===== src/rtl/maxpool2d.sv =====
// maxpool2d: streaming 2x2 / stride-2 max-pooling stage.
//
// Takes a raster-ordered, channel-major feature-map stream (one signed Q8.8
// word per accepted in_valid, no backpressure) and emits one pooled word per
// 2x2 window together with its linear address c*OH*OW + pr*OW + pc.
//
// Optional build macro: MAXPOOL_RELU_EN -- when defined, a ReLU is fused on
// the output (negative maxima become 0). Addressing and timing are unchanged.
//
// Ports:
//   clk        in   clock, all logic on posedge
//   reset      in   synchronous, active-high
//   start      in   one-cycle pulse, begins a frame (honoured in IDLE only)
//   in_data    in   16-bit signed feature-map word
//   in_valid   in   in_data valid this cycle (accepted in RUN only)
//   out_data   out  16-bit signed pooled word (registered, held between strobes)
//   out_addr   out  linear output address (registered, held between strobes)
//   out_valid  out  one-cycle strobe for out_data/out_addr
//   pool_done  out  one-cycle pulse one cycle after the final output
//   busy       out  high while a frame is in progress
//
// state  | meaning
// -------+---------------------------------------------------------------
// IDLE   | waiting for start; in_valid ignored
// RUN    | accepting inputs; leaves after the last (c,r,col) word
// FLUSH  | one cycle after the last input; pool_done follows
module maxpool2d #(
  parameter int INPUT_WIDTH  = 62,
  parameter int INPUT_HEIGHT = 62,
  parameter int NUM_CHANNELS = 30,
  localparam int OW   = INPUT_WIDTH / 2,
  localparam int OH   = INPUT_HEIGHT / 2,
  localparam int NOUT = OW * OH * NUM_CHANNELS,
  localparam int AW   = (NOUT > 1) ? $clog2(NOUT) : 1
) (
  input  logic                 clk,
  input  logic                 reset,
  input  logic                 start,
  input  logic signed [15:0]   in_data,
  input  logic                 in_valid,
  output logic signed [15:0]   out_data,
  output logic [AW-1:0]        out_addr,
  output logic                 out_valid,
  output logic                 pool_done,
  output logic                 busy
);

  localparam int COLW = (INPUT_WIDTH > 1)  ? $clog2(INPUT_WIDTH)  : 1;
  localparam int ROWW = (INPUT_HEIGHT > 1) ? $clog2(INPUT_HEIGHT) : 1;
  localparam int CHW  = (NUM_CHANNELS > 1) ? $clog2(NUM_CHANNELS) : 1;
  localparam int BW   = (OW > 1) ? $clog2(OW) : 1;

  localparam logic [COLW-1:0] COL_LAST = COLW'(INPUT_WIDTH - 1);
  localparam logic [ROWW-1:0] ROW_LAST = ROWW'(INPUT_HEIGHT - 1);
  localparam logic [CHW-1:0]  CH_LAST  = CHW'(NUM_CHANNELS - 1);

  typedef enum logic [1:0] {
    S_IDLE  = 2'd0,
    S_RUN   = 2'd1,
    S_FLUSH = 2'd2
  } state_t;

  state_t state, state_nxt;

  logic [COLW-1:0] col;
  logic [ROWW-1:0] row;
  logic [CHW-1:0]  ch;
  logic [AW-1:0]   out_cnt;

  logic signed [15:0] line_buf [OW];
  logic signed [15:0] hmax;
  logic signed [15:0] buf_rd;
  logic signed [15:0] result_raw;
  logic signed [15:0] result;
  logic [BW-1:0]      buf_idx;

  logic accept;
  logic last_in;
  logic col_in;
  logic row_in;
  logic pool_in;
  logic emit;
  logic frame_start;

  function automatic logic signed [15:0] smax(input logic signed [15:0] a,
                                              input logic signed [15:0] b);
    return (a > b) ? a : b;
  endfunction

  assign frame_start = (state == S_IDLE) && start;
  assign accept      = (state == S_RUN) && in_valid;
  assign last_in     = accept && (col == COL_LAST) && (row == ROW_LAST) && (ch == CH_LAST);

  // The trailing column/row of an odd-sized map has no partner, so it is
  // consumed (counters advance) but never touches the pooling datapath.
  assign col_in  = (INPUT_WIDTH % 2 == 0)  || (col != COL_LAST);
  assign row_in  = (INPUT_HEIGHT % 2 == 0) || (row != ROW_LAST);
  assign pool_in = accept && col_in && row_in;
  assign emit    = pool_in && row[0] && col[0];

  assign buf_idx    = BW'(col >> 1);
  assign buf_rd     = line_buf[buf_idx];
  assign result_raw = smax(hmax, in_data);

`ifdef MAXPOOL_RELU_EN
  assign result = result_raw[15] ? 16'sd0 : result_raw;
`else
  assign result = result_raw;
`endif

  assign busy = (state != S_IDLE);

  always_comb begin
    state_nxt = state;
    case (state)
      S_IDLE:  if (start)   state_nxt = S_RUN;
      S_RUN:   if (last_in) state_nxt = S_FLUSH;
      S_FLUSH: state_nxt = S_IDLE;
      default: state_nxt = S_IDLE;
    endcase
  end

  always_ff @(posedge clk) begin
    if (reset) state <= S_IDLE;
    else       state <= state_nxt;
  end

  always_ff @(posedge clk) begin
    if (reset || frame_start) begin
      col <= '0;
      row <= '0;
      ch  <= '0;
    end else if (accept) begin
      if (col == COL_LAST) begin
        col <= '0;
        if (row == ROW_LAST) begin
          row <= '0;
          ch  <= (ch == CH_LAST) ? '0 : ch + 1'b1;
        end else begin
          row <= row + 1'b1;
        end
      end else begin
        col <= col + 1'b1;
      end
    end
  end

  // Line buffer and horizontal register carry no reset: every read in an odd
  // row is preceded by the matching write in the even row of the same pair.
  always_ff @(posedge clk) begin
    if (pool_in) begin
      case ({row[0], col[0]})
        2'b00:   hmax <= in_data;
        2'b01:   line_buf[buf_idx] <= smax(hmax, in_data);
        2'b10:   hmax <= smax(buf_rd, in_data);
        default: ;
      endcase
    end
  end

  // Windows complete strictly in (c, pr, pc) order, so the linear output
  // address is simply the running count of emitted words.
  always_ff @(posedge clk) begin
    if (reset) begin
      out_data  <= '0;
      out_addr  <= '0;
      out_valid <= 1'b0;
      pool_done <= 1'b0;
      out_cnt   <= '0;
    end else begin
      out_valid <= 1'b0;
      pool_done <= (state == S_FLUSH);
      if (frame_start) out_cnt <= '0;
      if (emit) begin
        out_valid <= 1'b1;
        out_data  <= result;
        out_addr  <= out_cnt;
        out_cnt   <= out_cnt + 1'b1;
      end
    end
  end

endmodule


===== config.mk =====
export PLATFORM = sky130hd
export DESIGN_NAME = maxpool2d
export DESIGN_NICKNAME = d
export VERILOG_FILES = /design/src/rtl/maxpool2d.sv
export SDC_FILE = /design/constraint.sdc
export NUM_CORES = 1
export LEC_CHECK = 0
export BUFFER_PORTS_ARGS = -buffer_cell sky130_fd_sc_hd__buf_2
export CORE_MARGIN = 1
export CORE_UTILIZATION = 25
export DETAILED_ROUTE_END_ITERATION = 10
export PLACE_DENSITY = 0.38
export SLEW_MARGIN = 20
export SYNTH_ARGS = -nofsm -noshare
export SYNTH_HDL_FRONTEND = slang
export SYNTH_SLANG_ARGS = --single-unit

===== constraint.sdc =====
create_clock -name clk -period 4.84 [get_ports clk]
set_clock_uncertainty 0.2 [all_clocks]
set_input_delay 0.726 -clock clk [delete_from_list [all_inputs] [get_ports clk]]
set_output_delay 0.726 -clock clk [all_outputs]
set_load 0.03 [all_outputs]

======== Word-level counts from Yosys, hierarchy flattened ========
Memory sizes are Yosys's and may differ from the RTL's. A register that Yosys moved wholly into a read port is not among the register bits.
Index checks and enable logic that the tools add are counted.
word-level totals
  register bits ........................... 83
  bits in writable memories ............... 496
  output and inout bits ................... 34
  word-level logic and storage cells ...... 60
  memories ................................ 1
memory list
  name      words  bits a word  rd ports  clocked after Yosys merged registers in  wr ports  line  RTL
  line_buf  31     16           1         1                                        1         70    logic signed [15:0] line_buf [OW];
operators by class
  add/sub/neg operators ................... 4
  $lt $le $gt $ge ......................... 2
  eq/ne operators ......................... 9
  mux-type cells .......................... 17
  reductions and logical operators ........ 17
operators by type and width
  cell                                                  number
  > comparator 16 bit                                   2
  two-way mux 16 bit                                    2
  one-hot mux 16 bit (2 select lines)                   1
  two-way mux 15 bit                                    2
  adder 15 x 1 -> 15 bit (second input constant)        1
  two-way mux 5 bit                                     3
  adder 6 x 1 -> 6 bit (second input constant)          2
  equality test 6 bit (second input constant)           2
  two-way mux 6 bit                                     2
  logical AND 1 bit                                     7
  AND reduction 2 bit                                   3
  nonzero test 2 bit                                    3
  adder 5 x 1 -> 5 bit (second input constant)          1
  equality test 5 bit (second input constant)           1
  equality test 2 x 1 -> 1 bit (second input constant)  2
  equality test 2 bit (second input constant)           2
  logical NOT 2 bit                                     2
  two-way mux 1 bit                                     4
  two-way mux 2 bit                                     2
  != test 2 bit (second input constant)                 2
  one-hot mux 2 bit (2 select lines)                    1
  AND reduction 3 bit                                   1
  logical OR 1 bit                                      1

======== Longest topological paths before layout ========
  depth after elaboration ................. 7
  gate-level depth with buffers ........... 16
  depth with buffers taken out ............ 11

======== Worst setup path after synthesis ========
OpenSTA, ideal clock, no wires.
  path kind ............................... register to register
  start ................................... register with a tool-made name
  end ..................................... register hmax[10], data pin
  library setup time ...................... 0.260 ns
  data arrival time ....................... 4.061 ns
  slack ................................... 0.319 ns
  stages on the path, launching flop included .. 17
  path buffers ............................ 5
  period minus slack after synthesis ...... 4.521 ns
  cells stage by stage .................... dfxtp_1 > buf_4 > buf_2 > buf_2 > mux2i_1 > o21ai_0 > mux4_2 > a21o_1 > ha_1 > and3_1 > a221o_1 > a221oi_1 > mux2i_1 > and4bb_1 > buf_4 > buf_4 > mux2_2
RTL lines
  item                  line  RTL
  to (signal assigned)  153   2'b00: hmax <= in_data;
  to (signal assigned)  155   2'b10: hmax <= smax(buf_rd, in_data);
  to (decl)             71    logic signed [15:0] hmax;

==> results.sh <==
export IMPL_synth_seq_cells=584
export IMPL_crit_slowest_cell="mux4_2"
export IMPL_cap_viol_max_count=0
export IMPL_antenna_left=0
export IMPL_syn_nets=1386
export IMPL_p_int_mw=8.54
export IMPL_setup_violations=0
export IMPL_grt_ovfl_total=0
export IMPL_die_area_um2=95800
export IMPL_final_core_util_pct=30.3
export IMPL_htreeDepth=3
export IMPL_clk_path_buf_depth=3
export IMPL_dieHeight_um=309
export IMPL_grt_pass1_vias=13100
export IMPL_vdd_drop_max_uv=207
export IMPL_syn_cell_area_um2=23600
export IMPL_min_path_type="input pin to flop"
export IMPL_drt_first_pass_iters=4
export IMPL_numCtsBuffers=67
export IMPL_synth_warnings=0
export IMPL_fmax_mhz=217
export IMPL_row_count=112
export IMPL_final_net_count=1534
export IMPL_slew_violations=0
export IMPL_topRoutingLayerUsed="met4"
export IMPL_fin_crit_ns=4.62
export IMPL_drive_gt1_share_pct=30.2
export IMPL_path_clk_slew_ns=0.06
export IMPL_post_route_period_util_pct=95.4
export IMPL_post_cts_setup_buffers=0
export IMPL_cts_sinks=584
export IMPL_cp_start_kind="flop"
export IMPL_grt_pass1_wl_mm=94.9
export IMPL_r2r_end="hmax[14]"
export IMPL_crit_type="flop to flop"
export IMPL_power_frac_comb_pct=4.1
export IMPL_antenna_found_initial=0
export IMPL_vias=12500
export IMPL_hold_viol=0
export IMPL_worst_slew_pin_slew_ns=1.02
export IMPL_cp_required_ns=4.96
export IMPL_cp_cell_sequence="buf_16, buf_4, mux4_2, mux4_2, mux2_2, ha_1, nand3_1, nor4_4, a221oi_2, mux2i_1, and4bb_1, buf_4, mux2_2"
export IMPL_powerDensity_nw_per_um2=383
export IMPL_postSynthAreaPerCell_um2=17.8
export IMPL_ys_async_sr_fraction_pct=0
export IMPL_crit_fanout=22
export IMPL_switching_share_pct=21.1
export IMPL_drt_met1_wl_mm=30.1
export IMPL_power_leakage_nw=8.97
export IMPL_reg2reg_depth=13
export IMPL_post_dp_hpwl_mm=42.1
export IMPL_portBuffers=53
export IMPL_routabilityCongestion=0.770
export IMPL_crit_end="hmax[14]"
export IMPL_max_slew_margin_pct=32.0
export IMPL_critical_path_max_stage_delay_ns=0.55
export IMPL_synth_yosys_seq_area_share_pct=71.2
export IMPL_dr_wl_met2_mm=31.8
export IMPL_rrSetupSlack_ns=0.22
export IMPL_power_switching_mw=2.28
export IMPL_synth_edf_count=512
export IMPL_initial_utilization_pct=25.3
export IMPL_crit_path_end_kind="flop"
export IMPL_p_seq_share_pct=51.5
export IMPL_synth_flop_cell="edfxtp_1"
export IMPL_wl_met3_mm=2.01
export IMPL_drcViolationCount=0
export IMPL_p_clk_share_pct=44.4
export IMPL_routed_wl_mm=65.3
export IMPL_drtIter0Drc=848
export IMPL_whs_ns=0.240
export IMPL_ys_types=48
export IMPL_clock_latency_ns=0.59
export IMPL_die_width_um=309
export IMPL_hold_buffers=0
export IMPL_grt_max_degree=53
export IMPL_worstPathArrival_ns=4.74
export IMPL_viasPerCell=4.49
export IMPL_clockRootBuffer="clkbuf_16"
export IMPL_wl_per_cell_um=23.5
export IMPL_cts_tree="yes"
export IMPL_status="finished clean"
export IMPL_area_growth_pct=19.7
export IMPL_core_area_um2=93500
export IMPL_ioPinCount=54
export IMPL_track_usage_pct=13.9
export IMPL_synthCells=1327
==> cells by family after synthesis <==
kind of cell	synth area share (%)
XOR/XNOR	0.556
multiplexers	15.8
AO/OA/AOI/OAI	3.79
AND/OR/NAND/NOR	4.49
flip-flops	71.2
buffers and inverters	2.12
adder cells (fa/ha/maj)	2.06
==> power by group through the flow <==
stage	clock [mW]	sequential (mW)	combinational, mW
after floorplan	0	5.68	0.246
after global placement	0	5.68	0.446
after detailed placement	0	5.68	0.456
after CTS	4.96	5.57	0.456
after global routing	5.16	5.57	0.490
final	4.80	5.58	0.441
==> how the worst min path moves through the flow <==
| stage | startpoint | endpoint | slack (ns) | cells after the start |
|---|---|---|---|---|
| floorplan | out_cnt[14] | out_addr[14] | 0.24 | 2 |
| global placement | out_addr[12] | out_addr[12] | 0.24 | 2 |
| finish | start | state[0] | 0.24 | 3 |
| CTS | start | state[0] | 0.20 | 3 |
| detailed placement | out_addr[12] | out_addr[12] | 0.24 | 2 |
| global route | start | state[0] | 0.23 | 3 |
==> metrics by stage <==
stage	cell area (um^2)	setup slack, ns	power, mW	std cells	TNS [ns]
global placement	26200	0.104	6.13	2660	0
finish	28300	0.221	10.8	2779	0
floorplan	23600	0.319	5.93	1327	0
detailed placement	26200	0.0903	6.14	2660	0
global route	28300	-0.00411	11.2	2778	-0.00583
CTS	28300	0.0523	11.0	2778	0
==> Yosys cell counts, drive strengths merged (28+ instances only) <==
master	instances	area share, %
o21ai	56	1.2
edfxtp	512	65
nor2	90	1.4
inv	41	0.65
ha	39	2.1
a21oi	34	0.72
buf	29	0.82
clkbuf	41	0.65
mux2	28	1.3
nand2	70	1.1
mux4	140	13
dfxtp	72	6.1
==> final cells by class <==
cell class                 count  area (um^2)
fill                        9177        65200
sequential                   584        16800
multi-input combinational    632         6500
clock buffer                  94         1860
tap                         1254         1570
timing repair buffer         149         1180
clock inverter                24          191
inverter                      41          154
antenna                        1         2.50
==> timing repair <==
item	CTS	global route
endpoints found under the hold margin	0	0
endpoints found under the setup margin	0	15
resized for setup	0	5
==> layer usage <==
metal / vias to the layer above / global-route usage (%)
met1: 6601 / 18.9
met5: - / 0
met3: 79 / 1.91
met2: 208 / 23.0
li1: 5586 / -
met4: 0 / 4.28
==> worst max-delay path, delay by kind of cell (launching register included) <==
| kind | cells | cell delay (ns) |
|---|---|---|
| buffers and inverters | 3 | 0.66 |
| and+or+nand+nor | 3 | 0.81 |
| muxes | 5 | 1.88 |
| adders and majority gates | 1 | 0.28 |
| DFF | 1 | 0.40 |
| AOI/OAI and AO/OA | 1 | 0.10 |
==> sequential cells by signal, indices dropped and copies added (netlist names), named ones only <==
name	cells
state	2
out_valid	1
pool_done	1
ch	5
row	6
col	6
out_addr	15
hmax	16
out_data	16
out_cnt	15
line_buf	496
==> cell usage in the layout, fill, tap and decap left out, types with 4 or more instances in the layout <==
cell type and instances:
clkinv_1 9, a31oi_1 17, and3_1 6, buf_12 14, o21ai_0 19, nor3_1 4, nand3b_1 4, nand2b_1 4
dfxtp_1 68, buf_4 81, nand4_1 12, nor2_2 31, clkbuf_1 21, or4_1 4, o21ai_1 21, a211oi_1 24
mux2i_1 27, mux2_2 26, a21o_1 9, o22ai_1 4, nand2_1 70, clkbuf_8 4, inv_1 40, nor2b_1 4
nand3_1 13, clkinv_2 10, clkbuf_16 69, and4_1 4, xnor2_1 5, edfxtp_1 512, a21oi_1 34, mux4_2 140
ha_1 39, o21ai_2 14, nor2_1 59, buf_2 53, xor2_1 10
Note: power is estimated with default switching activity, not from simulation.
